$ cat src/rtl/iir_serial_sched.sv
// Serial direct-form IIR section: one registered multiplier shared by all taps.
// Ports: clk/rst(async low)/clr; in_valid,in_ready,x_in; cfg_*; y_out,out_valid,sat_flag,busy.
module iir_serial_sched #(
  parameter int DW       = 12,
  parameter int CW       = 12,
  parameter int NZ       = 8,
  parameter int NP       = 7,
  parameter int MULT_LAT = 1,
  parameter int AW       = 26,
  parameter int SHIFT    = 9
) (
  input  logic                 clk,
  input  logic                 rst,
  input  logic                 clr,
  input  logic                 in_valid,
  output logic                 in_ready,
  input  logic signed [DW-1:0] x_in,
  input  logic                 cfg_we,
  input  logic [4:0]           cfg_addr,
  input  logic signed [CW-1:0] cfg_data,
  output logic                 cfg_err,
  output logic signed [DW-1:0] y_out,
  output logic                 out_valid,
  output logic                 sat_flag,
  output logic                 busy
);

  localparam int NT  = NZ + NP;
  localparam int KW  = $clog2(NT + 1);
  localparam int PW  = DW + CW;
  localparam int DCW = (MULT_LAT > 1) ? $clog2(MULT_LAT) : 1;

  localparam logic signed [AW-1:0] YMAX = AW'((2 ** (DW - 1)) - 1);
  localparam logic signed [AW-1:0] YMIN = -YMAX - AW'(1);

  typedef enum logic [1:0] {
    S_IDLE,
    S_MAC,
    S_DRAIN,
    S_DONE
  } state_e;

  state_e state_q, state_d;
  logic [KW-1:0]  k_q, k_d;
  logic [DCW-1:0] dcnt_q, dcnt_d;

  logic signed [DW-1:0] x_q [NZ];
  logic signed [DW-1:0] y_q [NP];
  logic signed [CW-1:0] coef_q [NT];

  logic signed [PW-1:0] pp_q [MULT_LAT];
  logic [MULT_LAT-1:0]  pv_q;
  logic [MULT_LAT-1:0]  psub_q;

  logic signed [AW-1:0] acc_q, acc_d;
  logic signed [DW-1:0] y_out_q;
  logic                 out_valid_q;
  logic                 sat_q;
  logic                 cfg_err_q;

  logic                 accept;
  logic                 done;
  logic                 issue;
  logic                 cfg_ok;
  logic signed [CW-1:0] op_c;
  logic signed [DW-1:0] op_d;
  logic signed [PW-1:0] prod_c;
  logic signed [AW-1:0] ext;
  logic signed [AW-1:0] ysh;
  logic signed [DW-1:0] y_sat;
  logic                 sat_c;

  assign in_ready  = (state_q == S_IDLE);
  assign busy      = (state_q != S_IDLE);
  assign issue     = (state_q == S_MAC);
  assign y_out     = y_out_q;
  assign out_valid = out_valid_q;
  assign sat_flag  = sat_q;
  assign cfg_err   = cfg_err_q;

  assign cfg_ok = cfg_we && (state_q == S_IDLE)
               && (cfg_addr < 5'(NT));

  // FSM next state
  always_comb begin
    state_d = state_q;
    k_d     = k_q;
    dcnt_d  = dcnt_q;
    accept  = 1'b0;
    done    = 1'b0;
    if (clr) begin
      state_d = S_IDLE;
      k_d     = '0;
      dcnt_d  = '0;
    end else begin
      unique case (state_q)
        S_IDLE: begin
          if (in_valid) begin
            accept  = 1'b1;
            state_d = S_MAC;
            k_d     = '0;
          end
        end
        S_MAC: begin
          if (k_q == KW'(NT - 1)) begin
            state_d = S_DRAIN;
            k_d     = '0;
            dcnt_d  = '0;
          end else begin
            k_d = k_q + KW'(1);
          end
        end
        S_DRAIN: begin
          if (dcnt_q == DCW'(MULT_LAT - 1)) begin
            state_d = S_DONE;
          end else begin
            dcnt_d = dcnt_q + DCW'(1);
          end
        end
        S_DONE: begin
          done    = 1'b1;
          state_d = S_IDLE;
        end
        default: state_d = S_IDLE;
      endcase
    end
  end

  always_ff @(posedge clk or negedge rst) begin
    if (!rst) begin
      state_q <= S_IDLE;
      k_q     <= '0;
      dcnt_q  <= '0;
    end else begin
      state_q <= state_d;
      k_q     <= k_d;
      dcnt_q  <= dcnt_d;
    end
  end

  // Operand select: taps 0..NZ-1 use x line, the rest use y line
  always_comb begin
    op_c = '0;
    op_d = '0;
    for (int i = 0; i < NT; i++) begin
      if (k_q == KW'(i)) op_c = coef_q[i];
    end
    for (int i = 0; i < NZ; i++) begin
      if (k_q == KW'(i)) op_d = x_q[i];
    end
    for (int i = 0; i < NP; i++) begin
      if (k_q == KW'(NZ + i)) op_d = y_q[i];
    end
  end

  assign prod_c = PW'(op_c) * PW'(op_d);

  // Multiplier pipeline; valid and sign travel with each product
  always_ff @(posedge clk or negedge rst) begin
    if (!rst) begin
      pv_q   <= '0;
      psub_q <= '0;
      for (int i = 0; i < MULT_LAT; i++) pp_q[i] <= '0;
    end else if (clr) begin
      pv_q   <= '0;
      psub_q <= '0;
    end else begin
      pv_q[0]   <= issue;
      psub_q[0] <= (k_q >= KW'(NZ));
      pp_q[0]   <= prod_c;
      for (int i = 1; i < MULT_LAT; i++) begin
        pv_q[i]   <= pv_q[i-1];
        psub_q[i] <= psub_q[i-1];
        pp_q[i]   <= pp_q[i-1];
      end
    end
  end

  assign ext = {{(AW - PW){pp_q[MULT_LAT-1][PW-1]}},
                pp_q[MULT_LAT-1]};

  always_comb begin
    acc_d = acc_q;
    if (accept) begin
      acc_d = '0;
    end else if (pv_q[MULT_LAT-1]) begin
      acc_d = psub_q[MULT_LAT-1] ? (acc_q - ext)
                                 : (acc_q + ext);
    end
  end

  // Scale and clip
  always_comb begin
    ysh   = acc_q >>> SHIFT;
    sat_c = 1'b0;
    y_sat = ysh[DW-1:0];
    if (ysh > YMAX) begin
      sat_c = 1'b1;
      y_sat = {1'b0, {(DW - 1){1'b1}}};
    end else if (ysh < YMIN) begin
      sat_c = 1'b1;
      y_sat = {1'b1, {(DW - 1){1'b0}}};
    end
  end

  always_ff @(posedge clk or negedge rst) begin
    if (!rst) begin
      acc_q <= '0;
    end else if (clr) begin
      acc_q <= '0;
    end else begin
      acc_q <= acc_d;
    end
  end

  // Delay lines
  always_ff @(posedge clk or negedge rst) begin
    if (!rst) begin
      for (int i = 0; i < NZ; i++) x_q[i] <= '0;
      for (int i = 0; i < NP; i++) y_q[i] <= '0;
    end else if (clr) begin
      for (int i = 0; i < NZ; i++) x_q[i] <= '0;
      for (int i = 0; i < NP; i++) y_q[i] <= '0;
    end else begin
      if (accept) begin
        x_q[0] <= x_in;
        for (int i = 1; i < NZ; i++) x_q[i] <= x_q[i-1];
      end
      if (done) begin
        y_q[0] <= y_sat;
        for (int i = 1; i < NP; i++) y_q[i] <= y_q[i-1];
      end
    end
  end

  // Coefficient bank survives clr
  always_ff @(posedge clk or negedge rst) begin
    if (!rst) begin
      for (int i = 0; i < NT; i++) coef_q[i] <= '0;
      cfg_err_q <= 1'b0;
    end else begin
      cfg_err_q <= cfg_we && !cfg_ok;
      if (cfg_ok) begin
        for (int i = 0; i < NT; i++) begin
          if (cfg_addr == 5'(i)) coef_q[i] <= cfg_data;
        end
      end
    end
  end

  always_ff @(posedge clk or negedge rst) begin
    if (!rst) begin
      y_out_q     <= '0;
      out_valid_q <= 1'b0;
      sat_q       <= 1'b0;
    end else begin
      out_valid_q <= done;
      sat_q       <= done && sat_c;
      if (done) y_out_q <= y_sat;
    end
  end

endmodule

$ cat config.mk
export PLATFORM = sky130hd
export DESIGN_NAME = iir_serial_sched
export DESIGN_NICKNAME = d
export VERILOG_FILES = /design/src/rtl/iir_serial_sched.sv
export SDC_FILE = /design/constraint.sdc
export NUM_CORES = 1
export LEC_CHECK = 0
export ABC_CLOCK_PERIOD_IN_PS = 9000
export CORE_MARGIN = 2
export CORE_UTILIZATION = 50
export CTS_CLUSTER_DIAMETER = 100
export DETAILED_ROUTE_END_ITERATION = 10
export GPL_ROUTABILITY_DRIVEN = 0
export HOLD_SLACK_MARGIN = 0.08
export PLACE_DENSITY = 0.74
export SKIP_CTS_REPAIR_TIMING = 1
export SYNTH_ARGS = -nofsm -noshare
export SYNTH_HDL_FRONTEND = slang
export SYNTH_SLANG_ARGS = --single-unit
$ cat constraint.sdc
create_clock -name clk -period 9 [get_ports clk]
set_input_delay 2.7 -clock clk [delete_from_list [all_inputs] [get_ports clk]]
set_output_delay 2.7 -clock clk [all_outputs]
set_load 0.01 [all_outputs]
[After elaboration in Yosys (flattened, before gate mapping)]
Index checks and enable logic that the tools add are counted.
Storage, ports and cells
  word-level logic and storage cells: 178
  bits in registers: 434
  input bits: 34
  output and inout bits: 17
Cells by class
  reductions and logical operators: 32
  $lt $le $gt $ge: 4
  muxes and demuxes: 62
  multipliers: 1
  equal/unequal tests: 34
  add/subtract/negate cells: 4
Operator list (number)
  $mux W12: 32
  $mux W96: 2
  $mux W84: 2
  $mux W26: 4
  $eq A5 B4 Y1 const B: 7
  $reduce_and A2 Y1: 17
  $eq A4 B4 Y1 const B: 7
  $add A26 B24 Y26: 1
  $sub A26 B24 Y26: 1
  $mul A12 B12 Y24: 1
  $eq A5 B3 Y1 const B: 4
  $gt A17 B12 Y1 const B: 1
  $lt A17 B12 Y1 const B: 1
  $eq A4 B3 Y1 const B: 4
  $mux W1: 12
  $mux W4: 3
  $eq A5 B2 Y1 const B: 2
  $reduce_bool A3 Y1: 3
  $eq A4 B2 Y1 const B: 2
  $mux W2: 4
  $pmux W2 S4: 1
  $pmux W4 S2: 1
  $ne A3 B3 Y1 const B: 2
  $reduce_bool A2 Y1: 3
  16 further kinds: 20

[Longest topological paths before layout]
Gate-level depths: netlist of the first run.
  depth after elaboration: 17
  gate-level depth with buffers: 33
  depth with buffers taken out: 29

[Worst setup path after synthesis of the first run]
No wires, ideal clock.
  kind: reg-to-reg
  start: register k_q[1]
  end: register pp_q[23] (netlist bit)
  arrival: 6.693 ns
  buffers on the path: 3
  required time: 8.929 ns
  path slack: 2.236 ns
  clock period less this slack: 6.764 ns
  stages on the path, launching flop included: 31
  path through: dfrtp_1 buf_2 nand2b_1 buf_2 nor2_1 a221oi_1 nand3_1 o22ai_1 a31oi_1 a21oi_1 a21oi_1 buf_2 and2_1 fa_1 fa_1 inv_1 fa_1 inv_1 fa_1 inv_1 fa_1 inv_1 ha_1 o21a_1 o31a_1 o211a_1 o31ai_1 o21ai_1 a21oi_1 or4b_2 nand4_1
On the way
  longest elaborated chain between the ends: 17
Ends and longest elaborated chain
  start: declaration: line 44  | logic [KW-1:0] k_q, k_d;
  start signal: assignment: line 136  | k_q <= k_d;
  $logic_not A4 Y1: line 146, 149
  $mux W12, on equally long branches (8 in series): line 146, 149
  $mux W12, on equally long branches (7 in series): line 146, 152
  $mul A12 B12 Y24 *: line 156  | assign prod_c = PW'(op_c) * PW'(op_d);
  end signal: indexed assignment: line 174  | pp_q[i] <= pp_q[i-1];
  end: declaration: line 51  | logic signed [PW-1:0] pp_q [MULT_LAT];
Every way passes the cells marked *; elsewhere a longest branch is shown, timed or not.
A chain may end at the register's enable or synchronous reset.

[Worst setup path after layout of the first run]
  start: register k_q[3]
  end: register pp_q[22] (netlist bit)
Same word-level chain as after synthesis.

==> results of run 1 <==
==> registers in the layout, indices dropped and copies added (netlist names), 2 cells and up <==
signal / flops
x_q: 96
acc_q: 26
k_q: 4
pp_q: 24
y_out: 12
coef_q: 180
y_q: 84
state_q: 2
==> critical path: cells and delay by family (launching register included) <==
| kind | cells | cell delay [ns] |
|---|---|---|
| compound gates | 10 | 2.93 |
| fa+ha+maj | 6 | 2.83 |
| flops | 1 | 0.95 |
| simple gates | 4 | 0.92 |
| buf+inv | 4 | 0.20 |
| xor+xnor | 1 | 0.14 |
| mux | 1 | 0.09 |
==> worst max-delay path by stage <==
stage / slack [ns] / to / start / depth (start not counted)
after floorplan: 2.24 / pp_q[23] / k_q[1] / 30
after detailed placement: 0.94 / pp_q[22] / k_q[3] / 26
final: 0.79 / pp_q[22] / k_q[3] / 26
after global placement: 1.12 / pp_q[22] / k_q[3] / 23
after global routing: 0.38 / pp_q[22] / k_q[3] / 26
after CTS: 0.91 / pp_q[22] / k_q[3] / 26
==> cells by family after synthesis <==
family	after synthesis	synth area share
and+or+nand+nor	607	0.106
AOI/OAI and AO/OA	504	0.136
DFF	433	0.412
buffers and inverters	370	0.0549
muxes	302	0.126
adders and majority gates	220	0.145
xor gates and xnor gates	59	0.0196
==> power by group through the flow <==
stage	clock network (W)	registers, W	logic (W)
2_1_floorplan	0	0.00253	0.00217
3_3_place_gp	0	0.00261	0.00284
3_5_place_dp	0	0.00263	0.00294
4_1_cts	0.00191	0.00260	0.00296
5_1_grt	0.00199	0.00265	0.00329
6_report	0.00188	0.00260	0.00297
==> area by class of cell <==
type / count / area, µm² / area share
clock inverter: 16 / 179 / 0.00619
inverter: 216 / 811 / 0.0280
multi-input combinational: 1692 / 14100 / 0.486
timing repair buffer: 95 / 866 / 0.0299
sequential: 433 / 10800 / 0.375
clock buffer: 63 / 1310 / 0.0451
tap: 688 / 861 / 0.0298
==> routing by layer <==
metal | part of all wire | vias to the layer above | wire, µm | GRT usage
met5 | 0 | - | 0 | 0
met4 | 0.025 | 0 | 1680 | 0.0762
met3 | 0.067 | 118 | 4540 | 0.0428
met2 | 0.47 | 691 | 32100 | 0.416
met1 | 0.43 | 9855 | 29400 | 0.347
li1 | - | 8597 | - | -
==> stage by stage <==
step / worst slack, ns / cell area [µm²] / total power, W / instances
2_1_floorplan: 2.24 / 26300 / 0.00469 / 2495
3_3_place_gp: 1.12 / 27400 / 0.00544 / 3124
3_5_place_dp: 0.942 / 27400 / 0.00557 / 3124
4_1_cts: 0.915 / 28900 / 0.00747 / 3203
5_1_grt: 0.382 / 28900 / 0.00793 / 3203
6_report: 0.791 / 28900 / 0.00746 / 3203
==> Yosys cell counts, types with 18 or more instances <==
master	instances	share of area
inv_1	215	0.031
dfrtp_1	433	0.41
buf_2	33	0.0063
nand2_1	194	0.028
mux2i_1	106	0.040
and2_1	24	0.0057
nand2b_1	32	0.0076
o21ai_0	86	0.016
nor3_1	28	0.0053
nand3_1	19	0.0036
xnor2_1	44	0.015
mux2_2	191	0.082
nor2_1	219	0.031
ha_1	80	0.038
clkbuf_1	107	0.015
a22oi_1	65	0.019
a22o_1	105	0.035
nor2b_1	30	0.0071
o22ai_1	18	0.0043
fa_1	140	0.11
a21oi_1	82	0.016
==> impl_metrics.toml, run 1 <==
[outcome]
status = "finished, final reports clean"

[timing]
fin_crit_ns = 8.21
fin_hold_ws_ns = 0.482
setup_tns_ns = 0
fin_crit_sh = 0.912
tightest_slew_ns = 1.35
slew_headroom = 0.0976
fmax_ghz = 0.122
slew_violations = 0
setup_viol = 0
report.final.hold_viol_count = 0
rsz0062_at_grt = "false"
clock_skew_ns = 0.0154

[clocking]
cts_tree = "done"
clk_pin_slew_ns = 0.07
cts_inserted_buffers = 45
clockBufferDepth = 3
clock-sinks = 433
cts_root_buf = "clkbuf_16"
htreeDepth = 2
clk-insertion-delay-late_ns = 0.57

[synth]
synth.distinct_cells = 81
synth_seq_cells = 433
ys_async_sr_fraction = 1.00
synthFlopType = "dfrtp_1"
synthCells = 2495
ys_seq_area_frac = 0.412
synth_edf_count = 0
ys_warn_count = 0
avgSynthCellArea_um2 = 10.5
syn_nets = 2749
syn-cell-area_um2 = 26300

[critical_path]
regToRegStartpoint = "k_q[3]"
slowest_stage = "dfrtp_1"
ff2ff_setup_slack_ns = 0.79
max_stage_delay_ns = 0.95
setup.worst_path.class = "flip-flop to flip-flop"
cp_max_fo = 24
path_common_cell = "fa_1"
reg2reg_depth = 26
worstPathArrival_ns = 8.63
crit_path_start_kind = "flip-flop"
reg2reg_to = "pp_q[22]"
worstSetupEndpointType = "flip-flop"
cp.required_ns = 9.42

[power_and_ir_drop]
p_seq_frac = 0.349
leakage_nw = 13.3
switchingPower_w = 0.00280
p_int_w = 0.00466
combPwrFrac = 0.398
sw_frac_of_total = 0.375
pwr-share-clk = 0.253
vdd.ir_drop.worst_v = 0.000178
power.density_nw_per_um2 = 258

[finish]
syn_to_final_growth_pct = 9.97
final_cell_mix = "dfrtp_1 (430), nor2_1 (216), inv_1 (215), nand2_1 (194), mux2_2 (191)"
layout.nets = 2737
mostFrequentLayoutCell = "dfrtp_1"
antenna_cells = 0
final_core_util = 0.554
fill_cells = 4399
drive_gt1_frac = 0.138

[global_routing]
grt_pass1_wl_mm = 109
overflow = 0
grt_pass1_vias = 20030
grt_start_max_net_pins = 194
antenna_found_initial = 0
grt_util_all_layers = 0.254

[detailed_routing]
drc_errors = 0
vias = 19261
drt_iter0_markers = 1934
ant_nets = 0
drt-pass1-iter-count = 5
routed_wl_mm = 67.8
vias_per_cell = 6.01
wire_per_inst_um = 21.2

[placement]
numPortBuffers = 50
dp_hpwl_mm = 47.7

[job]
drv_cap = 0

[die]
die_width_um = 233
core_area_um2 = 52200
die_area_um2 = 54500
num_rows = 84
io_pins = 51
chipHeight_um = 233
initial_utilization = 0.504

[worst_hold_path]
hold_path.class = "flip-flop to flip-flop"
min_from = "y_out[8]"
hold_depth = 2
worstHoldEndpoint = "y_out[8]"
Note: power is estimated with default switching activity, not from simulation.
==> run 2, diff against run 1 <==
--- a/config.mk
+++ b/config.mk
@@ -6,6 +6,7 @@
 export NUM_CORES = 1
 export LEC_CHECK = 0
 export ABC_CLOCK_PERIOD_IN_PS = 9000
+export CAP_MARGIN = 15
 export CORE_MARGIN = 2
 export CORE_UTILIZATION = 50
 export CTS_CLUSTER_DIAMETER = 100
==> constraint.sdc (replaced) <==
create_clock -name clk -period 9 [get_ports clk]
set_input_delay 0.9 -clock clk [delete_from_list [all_inputs] [get_ports clk]]
set_output_delay 0.9 -clock clk [all_outputs]
set_load 0.01 [all_outputs]
==> run 2 against run 1 <==
- utilization about the same
- total power down 0.35%
- wire length down 0.69%
- clock skew up 0.0027 ns
- final cell count about the same
- setup slack better by 0.14 ns
- clock-buffer cell count unchanged
- critical path depth unchanged
- sequential power about the same
- clock power about the same
- largest power group unchanged
==> impl_metrics.toml, run 2 (same netlist as run 1, synthesis figures left out) <==
[outcome]
status = "finished, final reports clean"

[placement]
dp_hpwl_mm = 47.0
numPortBuffers = 50
pre_cts_ws_ns = 1.05

[clocking]
cts_inserted_buffers = 46
clk-insertion-delay-late_ns = 0.59
clockBufferDepth = 3
cts_root_buf = "clkbuf_16"
cts_tree = "done"
clk_pin_slew_ns = 0.06
clock-sinks = 433
htreeDepth = 2

[critical_path]
ff2ff_setup_slack_ns = 0.93
slowest_stage = "fa_1"
cp.required_ns = 9.43
max_stage_delay_ns = 0.54
worstPathArrival_ns = 8.49
reg2reg_depth = 26
crit_path_end = "pp_q[22]"
crit_path_start_kind = "flip-flop"
cp_max_fo = 31
regToRegStartpoint = "k_q[1]"
critPathLaunch = "k_q[1]"
setup.worst_path.class = "flip-flop to flip-flop"
path_common_cell = "fa_1"
worstSetupEndpointType = "flip-flop"
reg2reg_to = "pp_q[22]"

[detailed_routing]
vias = 19330
vias_per_cell = 6.03
drt_iter0_markers = 1927
routed_wl_mm = 67.3
wire_per_inst_um = 21.0
drt-pass1-iter-count = 6
ant_nets = 0
drc_errors = 0

[power_and_ir_drop]
total_power_w = 0.00743
leakage_nw = 13.3
vdd.ir_drop.worst_v = 0.000163
power.density_nw_per_um2 = 257

[finish]
top_register = "coef_q"
mostFrequentLayoutCell = "dfrtp_1"
layout.nets = 2744
fill_cells = 4376
multi_input_area_um2 = 14100
top_regs = "coef_q: 180 flops, x_q: 96 flops, y_q: 84 flops"
final_core_util = 0.554
seq_area_um2 = 10800
largest_reg_flops = 180
drive_gt1_frac = 0.138
final_cell_mix = "dfrtp_1 (430), nor2_1 (216), inv_1 (215), nand2_1 (194), mux2_2 (191)"
antenna_cells = 0
syn_to_final_growth_pct = 10.0

[timing]
fmax_ghz = 0.124
setup_viol = 0
worst_slack_ns = 0.933
fin_hold_ws_ns = 0.380
report.final.hold_viol_count = 0
fin_crit_ns = 8.07
fin_crit_sh = 0.896
clock_skew_ns = 0.0182
slew_headroom = 0.157
rsz0062_at_grt = "false"
setup_tns_ns = 0
tightest_slew_ns = 1.27
slew_violations = 0

[die]
die_area_um2 = 54500
die_width_um = 233
num_rows = 84
initial_utilization = 0.504
io_pins = 51
core_area_um2 = 52200
chipHeight_um = 233

[job]
drv_cap = 0

[global_routing]
overflow = 0
grt_pass1_wl_mm = 109
grt_util_all_layers = 0.254
grt_pass1_vias = 19726
grt_start_max_net_pins = 197
antenna_found_initial = 0

[worst_hold_path]
hold_path.class = "input port to asynchronous set/reset pin"
## run 2: changes by cell type in the layout (fill, tap and decap cells not counted)
cell        delta
buf_4          +6
clkinv_2       -4
clkbuf_8       -3
clkbuf_1       +2
inv_6          +2
buf_12         -1
buf_6          +1
clkbuf_16      +1
clkinv_4       +1
clkinv_8       -1
clkinvlp_4     -1
## run 2: worst min-delay path by stage
| stage | to | slack [ns] |
|---|---|---|
| 5_1_grt | sat_flag | 0.45 |
| 6_report | sat_flag | 0.38 |
| 3_3_place_gp | y_out[4] | 0.46 |
| 2_1_floorplan | y_q[75] | 0.46 |
| 4_1_cts | sat_flag | 0.43 |
| 3_5_place_dp | y_out[4] | 0.47 |
## run 2: stage by stage
stage                     area (µm²)  instances
after floorplan                26300       2495
after global placement         27400       3126
after detailed placement       27400       3126
after CTS                      28900       3202
after global routing           28900       3206
final                          28900       3206
## run 2: per-layer routing
metal / up-vias / part of all wire / GRT usage
met5: - / 0 / 0
met4: 0 / 0.025 / 0.0756
met3: 120 / 0.069 / 0.0369
met2: 750 / 0.47 / 0.407
met1: 9862 / 0.43 / 0.357
li1: 8598 / - / -
## run 2: final cells by class
class / count / area share
clock buffer: 63 / 0.0448
clock inverter: 13 / 0.00558
inverter: 216 / 0.0280
multi-input combinational: 1692 / 0.486
sequential: 433 / 0.375
tap: 688 / 0.0298
timing repair buffer: 101 / 0.0312
## run 2: critical path: cells and delay by family (launching register included)
kind / cells / cell delay (ns)
AOI/OAI and AO/OA: 11 / 2.95
xor gates and xnor gates: 1 / 0.13
adders and majority gates: 6 / 2.79
buffers and inverters: 3 / 0.49
DFF: 1 / 0.36
muxes: 1 / 0.08
and+or+nand+nor: 4 / 1.09
## run 2: report_power, final
group	internal (W)	switching [W]	total, W
Sequential	0.00232	0.000258	0.00258
Clock	0.00109	0.000788	0.00188
Combinational	0.00123	0.00174	0.00297
==> run 3, diff against run 2 <==
--- a/config.mk
+++ b/config.mk
@@ -5,6 +5,7 @@
 export SDC_FILE = /design/constraint.sdc
 export NUM_CORES = 1
 export LEC_CHECK = 0
+export ABC_AREA = 1
 export ABC_CLOCK_PERIOD_IN_PS = 9000
 export CAP_MARGIN = 15
 export CORE_MARGIN = 2
@@ -14,6 +15,7 @@
 export GPL_ROUTABILITY_DRIVEN = 0
 export HOLD_SLACK_MARGIN = 0.08
 export PLACE_DENSITY = 0.74
+export RECOVER_POWER = 50
 export SKIP_CTS_REPAIR_TIMING = 1
 export SYNTH_ARGS = -nofsm -noshare
 export SYNTH_HDL_FRONTEND = slang
==> constraint.sdc (replaced) <==
create_clock -name clk -period 9 [get_ports clk]
set_input_delay 0.9 -clock clk [delete_from_list [all_inputs] [get_ports clk]]
set_output_delay 0.9 -clock clk [all_outputs]
set_load 0.02 [all_outputs]
==> run 3 against run 2 <==
- the run now ends with max-capacitance violations, max-slew violations left
- total power up 0.78%
- final cell count rose by 25%
- sequential share of layout area is 0.096 points higher
- synthesized cell count rose by 32%
- critical path type unchanged
- critical endpoint unchanged
==> impl_metrics.toml, run 3 <==
[outcome]
status = "finished, violations left"
violations = "max-capacitance violations, max-slew violations"

[critical_path]
worstPathArrival_ns = 7.96
slowest_stage = "fa_1"
cp.required_ns = 9.39
cp_top_family = "adder cells"
cp_max_fo = 12
max_stage_delay_ns = 0.64
crit_path_start_kind = "flip-flop"
setup.worst_path.class = "flip-flop to flip-flop"
critPathBufInv = 7
worstSetupEndpointType = "flip-flop"
cp_num_cells = 31
reg2reg_depth = 31
path_common_cell = "inv_1"

[synth]
synth_edf_count = 0
synth_top_cell_by_area = "dfrtp_1"
synthFlopType = "dfrtp_1"
avgSynthCellArea_um2 = 7.99
synth.distinct_cells = 48
ys_async_sr_fraction = 1.00
synth_seq_cells = 433
syn_nets = 3559
synthCells = 3305
ys_warn_count = 0
synth_top_area_share = 0.411
synth_area_leaders = "dfrtp_1 (41%), nand2_1 (12%), fa_1 (11%), inv_1 (8.1%), o21ai_0 (6.2%)"
syn-cell-area_um2 = 26400
synth.most_common_cell = "nand2_1"
ys_seq_area_frac = 0.411
synthTopCellsByCount = "nand2_1 (844), inv_1 (571), dfrtp_1 (433), o21ai_0 (325), nor2_1 (211)"

[die]
die_area_um2 = 54600
core_area_um2 = 52300
num_rows = 84
chipHeight_um = 234
initial_utilization = 0.504
die_width_um = 234
io_pins = 51

[clocking]
cts_tree = "done"
cts_inserted_buffers = 45
clk-insertion-delay-late_ns = 0.60
htreeDepth = 2
clockBufferDepth = 3
clk_pin_slew_ns = 0.06
cts_root_buf = "clkbuf_16"
clock-sinks = 433

[global_routing]
grt_util_all_layers = 0.248
antenna_found_initial = 0
overflow = 0
grt_pass1_wl_mm = 108
grt_pass1_vias = 21362
grt_start_max_net_pins = 164

[worst_hold_path]
hold_path.class = "flip-flop to flip-flop"
hold_depth = 2

[detailed_routing]
wire_per_inst_um = 16.1
vias = 21616
routed_wl_mm = 64.8
ant_nets = 0
drt-pass1-iter-count = 8
drt_iter0_markers = 1819
drc_errors = 0
vias_per_cell = 5.39

[finish]
syn_to_final_growth_pct = 9.30
final_cell_mix = "nand2_1 (842), inv_1 (569), dfrtp_1 (433), o21ai_0 (325), nor2_1 (211)"
antenna_cells = 0
finalInstanceArea_um2 = 28900
drive_gt1_frac = 0.0484
mostFrequentLayoutCell = "nand2_1"
fill_cells = 4851
layout.nets = 3550
top_register = "coef_q"
top_regs = "coef_q: 180 flops, x_q: 96 flops, y_q: 84 flops"
largest_reg_flops = 180

[placement]
numPortBuffers = 50
dp_hpwl_mm = 46.4
postPlaceCellArea_um2 = 27500

[job]
drv_cap = 2

[power_and_ir_drop]
power.density_nw_per_um2 = 260
leakage_nw = 14.0
vdd.ir_drop.worst_v = 0.000170

[timing]
report.final.hold_viol_count = 0
fmax_ghz = 0.132
setup_tns_ns = 0
fin_crit_ns = 7.57
slew_headroom = -3.32
slew_violations = 155
tightest_slew_ns = 6.48
rsz0062_at_grt = "false"
setup_viol = 0
fin_crit_sh = 0.841
clock_skew_ns = 0.0281
run 3: changes by cell type after synthesis, moves of 34 or more:
cell / delta
mux2_2: -191
o22ai_1: +135
xnor2_1: -34
a22o_1: -104
nand3_1: +67
o21ai_0: +239
a22oi_1: -65
mux2i_1: -100
nand2_1: +650
nand4_1: +47
inv_1: +356
run 3: final cells by class:
class	instances	area [µm²]	share of cell area
Multi-Input combinational cell	2157	12900	0.445
Sequential cell	433	10800	0.376
Inverter	585	2200	0.0761
Clock buffer	64	1290	0.0446
Tap cell	688	861	0.0298
Timing Repair Buffer	74	696	0.0241
Clock inverter	13	124	0.00429
run 3: layer usage:
layer,vias up,track usage,share of wire
li1,10429,-,-
met1,10472,0.340,0.45
met2,607,0.411,0.47
met3,108,0.0347,0.056
met4,0,0.0759,0.026
met5,-,0,0
run 3: path summary, 6_finish.rpt:
| check | start | end | slack, ns |
|---|---|---|---|
| worst max-delay path | k_q[2] | pp_q[22] | 1.43 |
| worst min-delay path | y_out[11] | y_out[11] | 0.47 |
| worst max register to register | k_q[2] | pp_q[22] | 1.43 |
| worst min register to register | y_out[11] | y_out[11] | 0.47 |
| max in group asynchronous | rst | coef_q[37] | 2.67 |
| min in group asynchronous | rst | coef_q[147] | 2.74 |
run 3: cell families after synthesis:
group,after synthesis,synth area share
AOI/OAI and AO/OA,608,0.127
and+or+nand+nor,1286,0.202
muxes,6,0.00228
buffers and inverters,715,0.103
adders and majority gates,220,0.144
xor gates and xnor gates,37,0.0123
DFF,433,0.411
run 3: stage by stage:
stage                util  total power, W  setup WS (ns)  instances  hold WS [ns]
CTS                 0.552         0.00751           1.53       4014         0.426
global route        0.551         0.00808          0.877       4014         0.490
floorplan               -         0.00477           2.94       3305         0.446
global placement    0.525         0.00560           1.77       3937         0.455
detailed placement  0.525         0.00567           1.56       3937         0.457
finish              0.551         0.00749           1.43       4014         0.466
run 3: worst register-to-register path: cells and delay by family (launching register included):
kind	cells	cell delay, ns
AOI/OAI and AO/OA	4	0.36
adders and majority gates	6	3.11
buffers and inverters	7	1.07
DFF	1	0.42
and+or+nand+nor	14	2.41
run 3: power breakdown:
part	leakage, nW	switching (W)	total [W]	internal [W]
Sequential	5.88	0.000210	0.00251	0.00230
Combinational	7.40	0.00213	0.00317	0.00103
Clock	0.689	0.000789	0.00182	0.00103
